$ cat src/rtl/mem_stage_ctrl.sv
// MEM-stage controller: pass-through in 1 cycle, or a multi-cycle memory access with upstream stall.
// Accesses stall via stall_out until mem_done; mem_busy holds the request strobe; 15 silent WAIT cycles flag err.
module mem_stage_ctrl (
    input  logic        clk,
    input  logic        rst,
    input  logic        XM_memRead,
    input  logic        XM_memWrite,
    input  logic [15:0] XM_aluOut,
    input  logic [15:0] XM_writeData,
    input  logic [1:0]  XM_regSrc,
    input  logic [15:0] mem_dataOut,
    input  logic        mem_busy,
    input  logic        mem_done,
    output logic [15:0] mem_addr,
    output logic [15:0] mem_dataIn,
    output logic        mem_rd,
    output logic        mem_wr,
    output logic [15:0] MW_readData,
    output logic [15:0] MW_aluOut,
    output logic [1:0]  MW_regSrc,
    output logic        MW_valid,
    output logic        stall_out,
    output logic        err
);

    typedef enum logic [1:0] {
        S_IDLE  = 2'd0,
        S_ISSUE = 2'd1,
        S_WAIT  = 2'd2
    } state_t;

    state_t      state_q, state_d;
    logic [3:0]  cnt_q, cnt_d;
    logic [15:0] addr_q, addr_d;
    logic [15:0] data_q, data_d;
    logic        wr_q, wr_d;
    logic [1:0]  rs_q, rs_d;
    logic [15:0] mw_rdata_q, mw_rdata_d;
    logic [15:0] mw_alu_q, mw_alu_d;
    logic [1:0]  mw_rs_q, mw_rs_d;
    logic        mw_vld_q, mw_vld_d;
    logic        err_q, err_d;

    logic        any_req;
    logic        acc_ok;
    logic        acc_bad;
    logic        timeout;

    assign any_req = XM_memRead | XM_memWrite;
    assign acc_ok  = (XM_memRead ^ XM_memWrite) & ~XM_aluOut[0];
    assign acc_bad = any_req & ~acc_ok;
    // Counter is cleared on WAIT entry, so 14 marks the 15th silent WAIT cycle.
    assign timeout = (cnt_q == 4'd14);

    always_ff @(posedge clk) begin
        if (rst) begin
            state_q    <= S_IDLE;
            cnt_q      <= 4'd0;
            addr_q     <= 16'h0000;
            data_q     <= 16'h0000;
            wr_q       <= 1'b0;
            rs_q       <= 2'd0;
            mw_rdata_q <= 16'h0000;
            mw_alu_q   <= 16'h0000;
            mw_rs_q    <= 2'd0;
            mw_vld_q   <= 1'b0;
            err_q      <= 1'b0;
        end else begin
            state_q    <= state_d;
            cnt_q      <= cnt_d;
            addr_q     <= addr_d;
            data_q     <= data_d;
            wr_q       <= wr_d;
            rs_q       <= rs_d;
            mw_rdata_q <= mw_rdata_d;
            mw_alu_q   <= mw_alu_d;
            mw_rs_q    <= mw_rs_d;
            mw_vld_q   <= mw_vld_d;
            err_q      <= err_d;
        end
    end

    always_comb begin
        state_d    = state_q;
        cnt_d      = cnt_q;
        addr_d     = addr_q;
        data_d     = data_q;
        wr_d       = wr_q;
        rs_d       = rs_q;
        mw_rdata_d = mw_rdata_q;
        mw_alu_d   = mw_alu_q;
        mw_rs_d    = mw_rs_q;
        mw_vld_d   = 1'b0;
        err_d      = err_q;
        stall_out  = 1'b0;
        mem_rd     = 1'b0;
        mem_wr     = 1'b0;

        case (state_q)
            S_IDLE: begin
                if (acc_ok) begin
                    stall_out = 1'b1;
                    addr_d    = XM_aluOut;
                    data_d    = XM_writeData;
                    wr_d      = XM_memWrite;
                    rs_d      = XM_regSrc;
                    state_d   = S_ISSUE;
                end else begin
                    // Malformed requests still retire as plain ALU results.
                    mw_alu_d   = XM_aluOut;
                    mw_rs_d    = XM_regSrc;
                    mw_rdata_d = 16'h0000;
                    mw_vld_d   = 1'b1;
                    if (acc_bad) begin
                        err_d = 1'b1;
                    end
                end
            end

            S_ISSUE: begin
                stall_out = 1'b1;
                mem_rd    = ~wr_q;
                mem_wr    = wr_q;
                if (!mem_busy) begin
                    state_d = S_WAIT;
                    cnt_d   = 4'd0;
                end
            end

            S_WAIT: begin
                cnt_d = cnt_q + 4'd1;
                if (mem_done) begin
                    mw_rdata_d = wr_q ? 16'h0000 : mem_dataOut;
                    mw_alu_d   = addr_q;
                    mw_rs_d    = rs_q;
                    mw_vld_d   = 1'b1;
                    state_d    = S_IDLE;
                end else begin
                    stall_out = 1'b1;
                    if (timeout) begin
                        err_d      = 1'b1;
                        mw_rdata_d = 16'h0000;
                        mw_alu_d   = addr_q;
                        mw_rs_d    = rs_q;
                        mw_vld_d   = 1'b1;
                        state_d    = S_IDLE;
                    end
                end
            end

            default: begin
                state_d = S_IDLE;
            end
        endcase
    end

    assign mem_addr    = addr_q;
    assign mem_dataIn  = data_q;
    assign MW_readData = mw_rdata_q;
    assign MW_aluOut   = mw_alu_q;
    assign MW_regSrc   = mw_rs_q;
    assign MW_valid    = mw_vld_q;
    assign err         = err_q;

endmodule

$ cat config.mk
export PLATFORM = sky130hd
export DESIGN_NAME = mem_stage_ctrl
export DESIGN_NICKNAME = d
export VERILOG_FILES = /design/src/rtl/mem_stage_ctrl.sv
export SDC_FILE = /design/constraint.sdc
export NUM_CORES = 1
export LEC_CHECK = 0
export ABC_AREA = 1
export CAP_MARGIN = 15
export CORE_ASPECT_RATIO = 1.5
export CORE_MARGIN = 2
export CORE_UTILIZATION = 40
export DETAILED_ROUTE_END_ITERATION = 10
export GPL_TIMING_DRIVEN = 0
export PLACE_DENSITY = 0.76
export SLEW_MARGIN = 10
export SYNTH_ARGS = -nofsm -noshare
export SYNTH_HDL_FRONTEND = slang
export SYNTH_SLANG_ARGS = --single-unit
$ cat constraint.sdc
create_clock -name clk -period 1.6 [get_ports clk]
set_clock_uncertainty 0.1 [all_clocks]
set_input_delay 0.32 -clock clk [delete_from_list [all_inputs] [get_ports clk]]
set_output_delay 0.32 -clock clk [all_outputs]
set_load 0.01 [all_outputs]
==> impl_summary.md, run 1 <==
Yosys
The synthesized design contains 77 register bits. The number of nets in the synthesized netlist is 572. The number of warnings reported in the yosys synthesis log is 0. The number of different library cells in the post-synthesis netlist is 21. A synthesized cell averages 6.68 um2.

The cell count after synthesis came out at 513. The share of the Yosys chip area taken by registers is 0.450. The post-synthesis cell area is 3430 um2.

Critical path
The kind of cell adding the most delay to the critical path is buffers and inverters. The biggest fanout along the worst timing path is 3. The signal on the critical path passes through dlygate4sd2_1 -> inv_2 -> ha_4 -> nand2_4 -> nor2_4 -> a211oi_2 -> inv_1 -> buf_6. The critical path's largest stage delay is 0.27 ns. The critical path starts at XM_memWrite. The number of buffers and inverters on the critical path is 4. The worst setup path is captured at an output pin. The worst setup path is launched from an input port.

The worst reg2reg path endpoint is MW_aluOut[4]. For the worst setup path, the data required time is 1.18 ns. In this run the critical register-to-register path is launched from state_q[1]. Among all stages on the critical path, the largest delay is contributed by sky130_fd_sc_hd__dlygate4sd2_1. The critical path is of the in2out type. The number of cells on the worst reg-to-reg path is 10. Across all register-to-register paths, the minimum setup slack is -0.09 ns.

The critical path arrival is 1.36 ns.

Final layout
Once layout is complete, the utilization of the core stands at 0.627. The final design area excluding fillers is 5240 um2. The net count of the finished layout is 724.

Fill cells in the final layout number 789. Of the cells placed in the final design, the portion with a size suffix greater than 1 is 0.124. The layout-stage area growth over the synthesis result is 52.9%.

Summing all flip-flop and latch instances after layout gives 1550 um2. The most common cell after layout, fill and taps aside is sky130_fd_sc_hd__nor2_1. In the layout the commonest cells are 131 x sky130_fd_sc_hd__nor2_1, 82 x sky130_fd_sc_hd__nand2_1, 74 x sky130_fd_sc_hd__dfxtp_1. The multi-input combinational cells in the finished layout cover a total of 1590 um2. 0 antenna diodes ended up in the layout. The finished layout holds 777 standard cells, fillers aside.

GRT
The remaining global-route overflow is 0. In the global route stage, overall resource usage came out at 0.225. The wire length of the first global-routing pass is 16,500 um. The number of global-route vias before repair is 3,658.

The maximum number of pins on one net before global-route repair is 15. The number of antenna violations at the first check in global routing is 0.

Worst hold path
The worst hold path terminates at err. The startpoint identified for the worst hold timing path is err. The hold-critical path depth is 2.

The path class of the tightest hold or removal check is reg2reg.

Place
Input and output buffers added on the ports amount to 125. The post-place instance area is 4810 um2. The pre-CTS setup slack is -1.08 ns. The routability-driven placement congestion ratio is 0.801.

The post-detailed-placement half-perimeter wirelength is 7270 um. Including well taps, the total number of placed cells is 745.

Routing
The count of unresolved DRC violations after routing is 0. After detailed routing, the number of vias per cell comes to 4.87. The detail route stage leaves a number of antenna-violating nets equal to 0. The routed wire length on met2 is 5430 um. In the detailed route, the total length drawn on met3 is 624 um.

The first-pass detailed-route iteration total is 4. After detailed routing, the wire length on met1 is 4080 um. The top routing layer in use is met4. The routed wirelength normalized by instance count is 13.5 um.

The final layout contains routed wiring with a total length of 10,500 um. The detailed router placed 3,787 vias in this run. The first-iteration detailed-routing DRC count is 159.

Floorplanning
The count of standard-cell rows is 41. The area of the die is 9340 um2. The die is 79.6 um wide. The initial utilization of the core area, before any placement, comes to 0.410. The region available for standard cell placement spans 8360 um2.

In this run the vertical extent of the chip is 117 um. In this run the count of I/O pins placed on the die edge is 127.

Clocking
The H-tree depth reported by CTS is 3. The number of clock buffers inserted by TritonCTS is 9. The maximum buffer depth of the clock tree is 2. The number of sinks on the clock net is 77.

TritonCTS built the clock tree. At the later pin of the worst-skew pair, clock insertion delay measures 0.33 ns. CTS placed an instance of sky130_fd_sc_hd__clkbuf_16 at the clock tree root. Clock-pin slew was measured on the worst setup and hold paths at 0.06 ns. Hold repair after CTS inserted 0 buffers.

Run
Max-cap violations in this run came to 0.

Timing
The clock period minus worst slack is 1.78 ns. Static timing analysis puts the maximum clock frequency at 0.563 GHz. The total of endpoints with negative setup slack in the final report is 24. At the pin with the least slew margin, the transition time is 0.444 ns. Setup repair after global routing could not meet its margin everywhere. Across all setup checks in the final design, the least slack found is -0.175 ns. The portion of the clock cycle consumed by the worst path in the final layout is 1.11. The worst max-slew margin expressed relative to the limit is 0.704. The final hold violation count is 0. The number of max-slew violations in the final report is 0.

Pwr
Dividing total power by cell area gives a power density of 1010 nW/um2. The worst supply voltage drop on vdd is 0.621 mV. The leakage power total is 2.55 nW. The post-route total power is 5.30 mW.

Outcome
The run finished, with violations left. The checks that failed: negative setup slack.
how the worst max path moves through the flow:
stage | to | depth (start not counted)
2_1_floorplan | MW_aluOut[0] | 8
3_3_place_gp | stall_out | 8
3_5_place_dp | stall_out | 8
4_1_cts | stall_out | 6
5_1_grt | stall_out | 6
6_report | stall_out | 8
cells in the mapped netlist (all sizes together):
| cell | n | area share |
|---|---|---|
| nand3 | 53 | 0.077 |
| or2 | 2 | 0.0036 |
| ha | 3 | 0.011 |
| nor2 | 138 | 0.16 |
| nand2 | 86 | 0.095 |
| dfxtp | 77 | 0.45 |
| inv | 56 | 0.061 |
| nor3 | 1 | 0.0015 |
| o22ai | 1 | 0.0018 |
| nand4 | 1 | 0.0018 |
| clkbuf | 13 | 0.014 |
| buf | 18 | 0.030 |
| a211oi | 1 | 0.0022 |
| o21ai | 45 | 0.066 |
| a21oi | 18 | 0.026 |
registers in the layout (all words and copies together), names as in the netlist:
signal / flops
rs_q: 2
MW_aluOut: 16
mem_addr: 16
MW_readData: 16
wr_q: 1
err: 1
MW_regSrc: 2
cnt_q: 4
MW_valid: 1
state_q: 2
mem_dataIn: 16
area by class of cell:
type,instances,area share
multi-input cells,349,0.304
plain buffers,30,0.0341
clock inverters,1,0.000955
well taps,107,0.0255
clock buffers,15,0.0511
inverters,56,0.0413
repair buffers,142,0.248
flip-flops and latches,77,0.296
layer usage:
metal,up-vias,GRT usage
met2,143,0.398
met5,-,0
met1,1717,0.237
met3,30,0.0538
met4,0,0.122
li1,1897,-
per-stage QoR:
stage / hold WS [ns] / TNS [ns]
6_report: 0.356 / -1.02
3_5_place_dp: 0.350 / -48.59
2_1_floorplan: 0.297 / 0
5_1_grt: 0.376 / -2.95
4_1_cts: 0.355 / -0.487
3_3_place_gp: 0.336 / -44.47
worst reg2reg max path: stages (launching register included):
cell and delay, ns:
sky130_fd_sc_hd__dfxtp_4 0.40, sky130_fd_sc_hd__inv_4 0.05, sky130_fd_sc_hd__nor2_4 0.10, sky130_fd_sc_hd__buf_4 0.19, sky130_fd_sc_hd__nand2_1 0.10, sky130_fd_sc_hd__nand2_1 0.12
sky130_fd_sc_hd__nor2_4 0.05, sky130_fd_sc_hd__buf_12 0.13, sky130_fd_sc_hd__buf_2 0.14, sky130_fd_sc_hd__nor2_1 0.13, sky130_fd_sc_hd__nor2_1 0.06
cell families after synthesis:
| logic type | share of synthesized area |
|---|---|
| buffers and inverters | 0.106 |
| DFF | 0.450 |
| adders and majority gates | 0.0110 |
| and+or+nand+nor | 0.338 |
| AOI/OAI and AO/OA | 0.0960 |
where the power goes:
group | internal [mW] | switching (mW)
Sequential | 2.09 | 0.0977
Combinational | 0.581 | 0.647
Clock | 1.13 | 0.740
Total | 3.81 | 1.48
what timing repair did:
item                                    4_1_cts  5_1_grt
pin swaps                                     4        6
resized for setup                           114       24
gates cloned                                  0        3
endpoints found under the setup margin      142       73
hold endpoints to repair                      0        0
buffers inserted                              6        8
(Power assumes the default switching activity.)
==> run 2, diff against run 1 <==
--- a/config.mk
+++ b/config.mk
@@ -6,6 +6,7 @@
 export NUM_CORES = 1
 export LEC_CHECK = 0
 export ABC_AREA = 1
+export ABC_CLOCK_PERIOD_IN_PS = 1600
 export CAP_MARGIN = 15
 export CORE_ASPECT_RATIO = 1.5
 export CORE_MARGIN = 2
==> results of run 2 <==
No change in the layout: final DEF, timing and power equal those of run 1.
==> run 3, diff against run 2 <==
--- a/config.mk
+++ b/config.mk
@@ -13,7 +13,7 @@
 export CORE_UTILIZATION = 40
 export DETAILED_ROUTE_END_ITERATION = 10
 export GPL_TIMING_DRIVEN = 0
-export PLACE_DENSITY = 0.76
+export PLACE_DENSITY = 0.81
 export SLEW_MARGIN = 10
 export SYNTH_ARGS = -nofsm -noshare
 export SYNTH_HDL_FRONTEND = slang
==> impl_summary.md, run 3 (synthesis results as in run 1) <==
Timing
The final hold violation count is 0. Setup violations remaining at the end of the flow were counted as 37. The worst max-slew margin expressed relative to the limit is 0.685.

The total negative slack for setup checks is -2.21 ns. Counting I/O delays and the setup requirement, the final critical path takes 1.80 ns. At the pin with the least slew margin, the transition time is 0.473 ns. The number of max-slew violations in the final report is 0.

Setup repair after global routing could not meet its margin everywhere. The final critical-path setup slack is -0.195 ns. Dividing the final minimum period by the clock period gives 1.12. On the final layout, the worst hold slack is 0.364 ns. Based on the critical path, the design can be clocked at up to 0.557 GHz.

Final layout
In the layout the commonest cells are 132 x sky130_fd_sc_hd__nor2_1, 82 x sky130_fd_sc_hd__nand2_1, 74 x sky130_fd_sc_hd__dfxtp_1. The most common cell after layout, fill and taps aside is sky130_fd_sc_hd__nor2_1. Compared with the post-synthesis result, the final layout area differs by 54.1%. In the final layout, the share of cells above drive strength 1 is 0.124.

The number of antenna diodes in the final layout is 0. The final net count is 722.

Pwr
The leakage power total is 2.58 nW. In this run the power density over the cells is 1070 nW/um2. The post-route total power is 5.64 mW. The worst supply voltage drop on vdd is 0.491 mV.

Critical path
The critical path arrival is 1.38 ns. On the worst path, the slowest cell contributes a delay of 0.37 ns. The critical path's slowest cell is sky130_fd_sc_hd__dfxtp_4. The worst endpoint required time is 1.18 ns. In this run the worst setup path begins at state_q[1]. Traced cell by cell, the critical path runs through inv_4 -> nor2_4 -> buf_6 -> a211oi_2 -> inv_1 -> buf_2.

The worst setup path is launched from a flip-flop. STA classifies the critical path endpoint as an output pin. In this run the worst path has a maximum fanout of 6. The category of the most critical setup path is reg2out. The worst register-to-register path begins at cnt_q[0].

Clocking
No sink is reached through more buffers than the 2 on the longest clock path. After clock tree synthesis, the clock-pin slew on the worst setup and hold paths is 0.06 ns. The clock tree from TritonCTS is yes. The insertion delay of the later-clocked pin in the worst-skew pair is 0.34 ns. The cell sitting at the root of the clock tree is a sky130_fd_sc_hd__clkbuf_16.

The number of sinks on the clock net is 77. The post-cts hold buffer count is 0. In this run the number of H-tree levels came out at 3. The number of clock buffers inserted by TritonCTS is 9.

Place
Before CTS, the worst setup slack after placement is -1.05 ns. At the end of routability-driven placement, the weighted congestion stood at 0.810. The count of port buffers added during placement is 125.

Summed over all nets, the half-perimeter wirelength after detailed placement is 7370 um.

Routing
Dividing the detail-routed via count by the number of cells gives 4.89. The first routing iteration left 214 violations. Detailed routing inserted a total of 3,790 vias. The first-pass detailed-route iteration total is 4. The routed wirelength normalized by instance count is 13.7 um. The remaining antenna violation count after routing is 0. The count of unresolved DRC violations after routing is 0. Wires add up to 10,600 um.

GRT
The first global-routing pass estimated 16,700 um of wire. Entering global routing, the biggest net connects 15 pins. The number of global-route vias before repair is 3,560. For this run the aggregate overflow at the end of global routing stands at 0. For this run, the total global-route usage over all layers was measured as 0.226. The number of antenna violations at the first check in global routing is 0.

Worst hold path
The class of the most critical hold timing path is reg2reg. The worst hold path begins at rs_q[1].

Floorplanning
The area of the die is 9340 um2. The floorplan step defined a core boundary enclosing 8360 um2. The horizontal die dimension is 79.6 um.

The number of top-level pins is 127. The count of standard-cell rows is 41. The vertical die dimension is 117 um. The effective utilization at floorplan is 0.410.

Run
The tool flagged a number of max-cap violations equal to 0.

Outcome
The checks that failed: negative setup slack. The run finished, with violations left.
-- run 3: cell types whose count changed in the layout (fill, tap and decap cells not counted), moves of 2 or more --
cell	previous run	this run
sky130_fd_sc_hd__clkbuf_2	8	10
sky130_fd_sc_hd__o21ai_1	2	0
sky130_fd_sc_hd__o21ai_0	43	45
sky130_fd_sc_hd__clkbuf_4	0	2
sky130_fd_sc_hd__bufinv_16	0	2
sky130_fd_sc_hd__buf_2	12	10
sky130_fd_sc_hd__clkbuf_1	9	4
sky130_fd_sc_hd__dlygate4sd2_1	71	69
-- run 3: what timing repair did --
action | 4_1_cts | 5_1_grt
setup endpoints to repair | 142 | 70
setup buffers | 9 | 3
cloned | 3 | 0
pin swaps | 6 | 2
hold endpoints to repair | 0 | 0
resized for setup | 124 | 10
-- run 3: worst paths after layout --
kind	end	slack, ns	cells past startpoint
setup / recovery	stall_out	-0.20	6
hold reg to reg	rs_q[1]	0.36	2
hold / removal	rs_q[1]	0.36	2
setup reg to reg	MW_aluOut[15]	-0.10	9
-- run 3: routing by layer --
| metal | GRT usage | routed length, um | up-vias |
|---|---|---|---|
| met4 | 0.117 | 260 | 0 |
| met1 | 0.253 | 4110 | 1721 |
| met3 | 0.0462 | 689 | 27 |
| met2 | 0.391 | 5540 | 147 |
| li1 | - | - | 1895 |
| met5 | 0 | 0 | - |
-- run 3: worst max-delay path: cells and delay by family (launching register included) --
| kind | cells | cell delay (ns) |
|---|---|---|
| compound gates | 1 | 0.23 |
| simple gates | 1 | 0.04 |
| buf+inv | 4 | 0.40 |
| flops | 1 | 0.37 |
-- run 3: area by class of cell --
class | instances | area (um2)
clock buffer | 12 | 256
timing repair buffer | 140 | 1280
tap | 107 | 134
multi-input combinational | 349 | 1580
fill | 745 | 3080
sequential | 77 | 1550
inverter | 56 | 216
buffer | 30 | 186
clock inverter | 4 | 70.1
-- run 3: metrics by stage --
| step | std cells | instance area, um2 | utilization |
|---|---|---|---|
| after CTS | 772 | 5240 | 0.626 |
| after global placement | 745 | 4810 | 0.576 |
| after global routing | 775 | 5280 | 0.632 |
| after detailed placement | 745 | 4810 | 0.576 |
| after floorplan | 513 | 3430 | - |
| final | 775 | 5280 | 0.632 |
-- run 3: report_power, final --
group | internal [mW] | switching (mW)
combinational | 0.582 | 0.646
clock | 1.45 | 0.777
sequential | 2.09 | 0.0978
total | 4.12 | 1.52
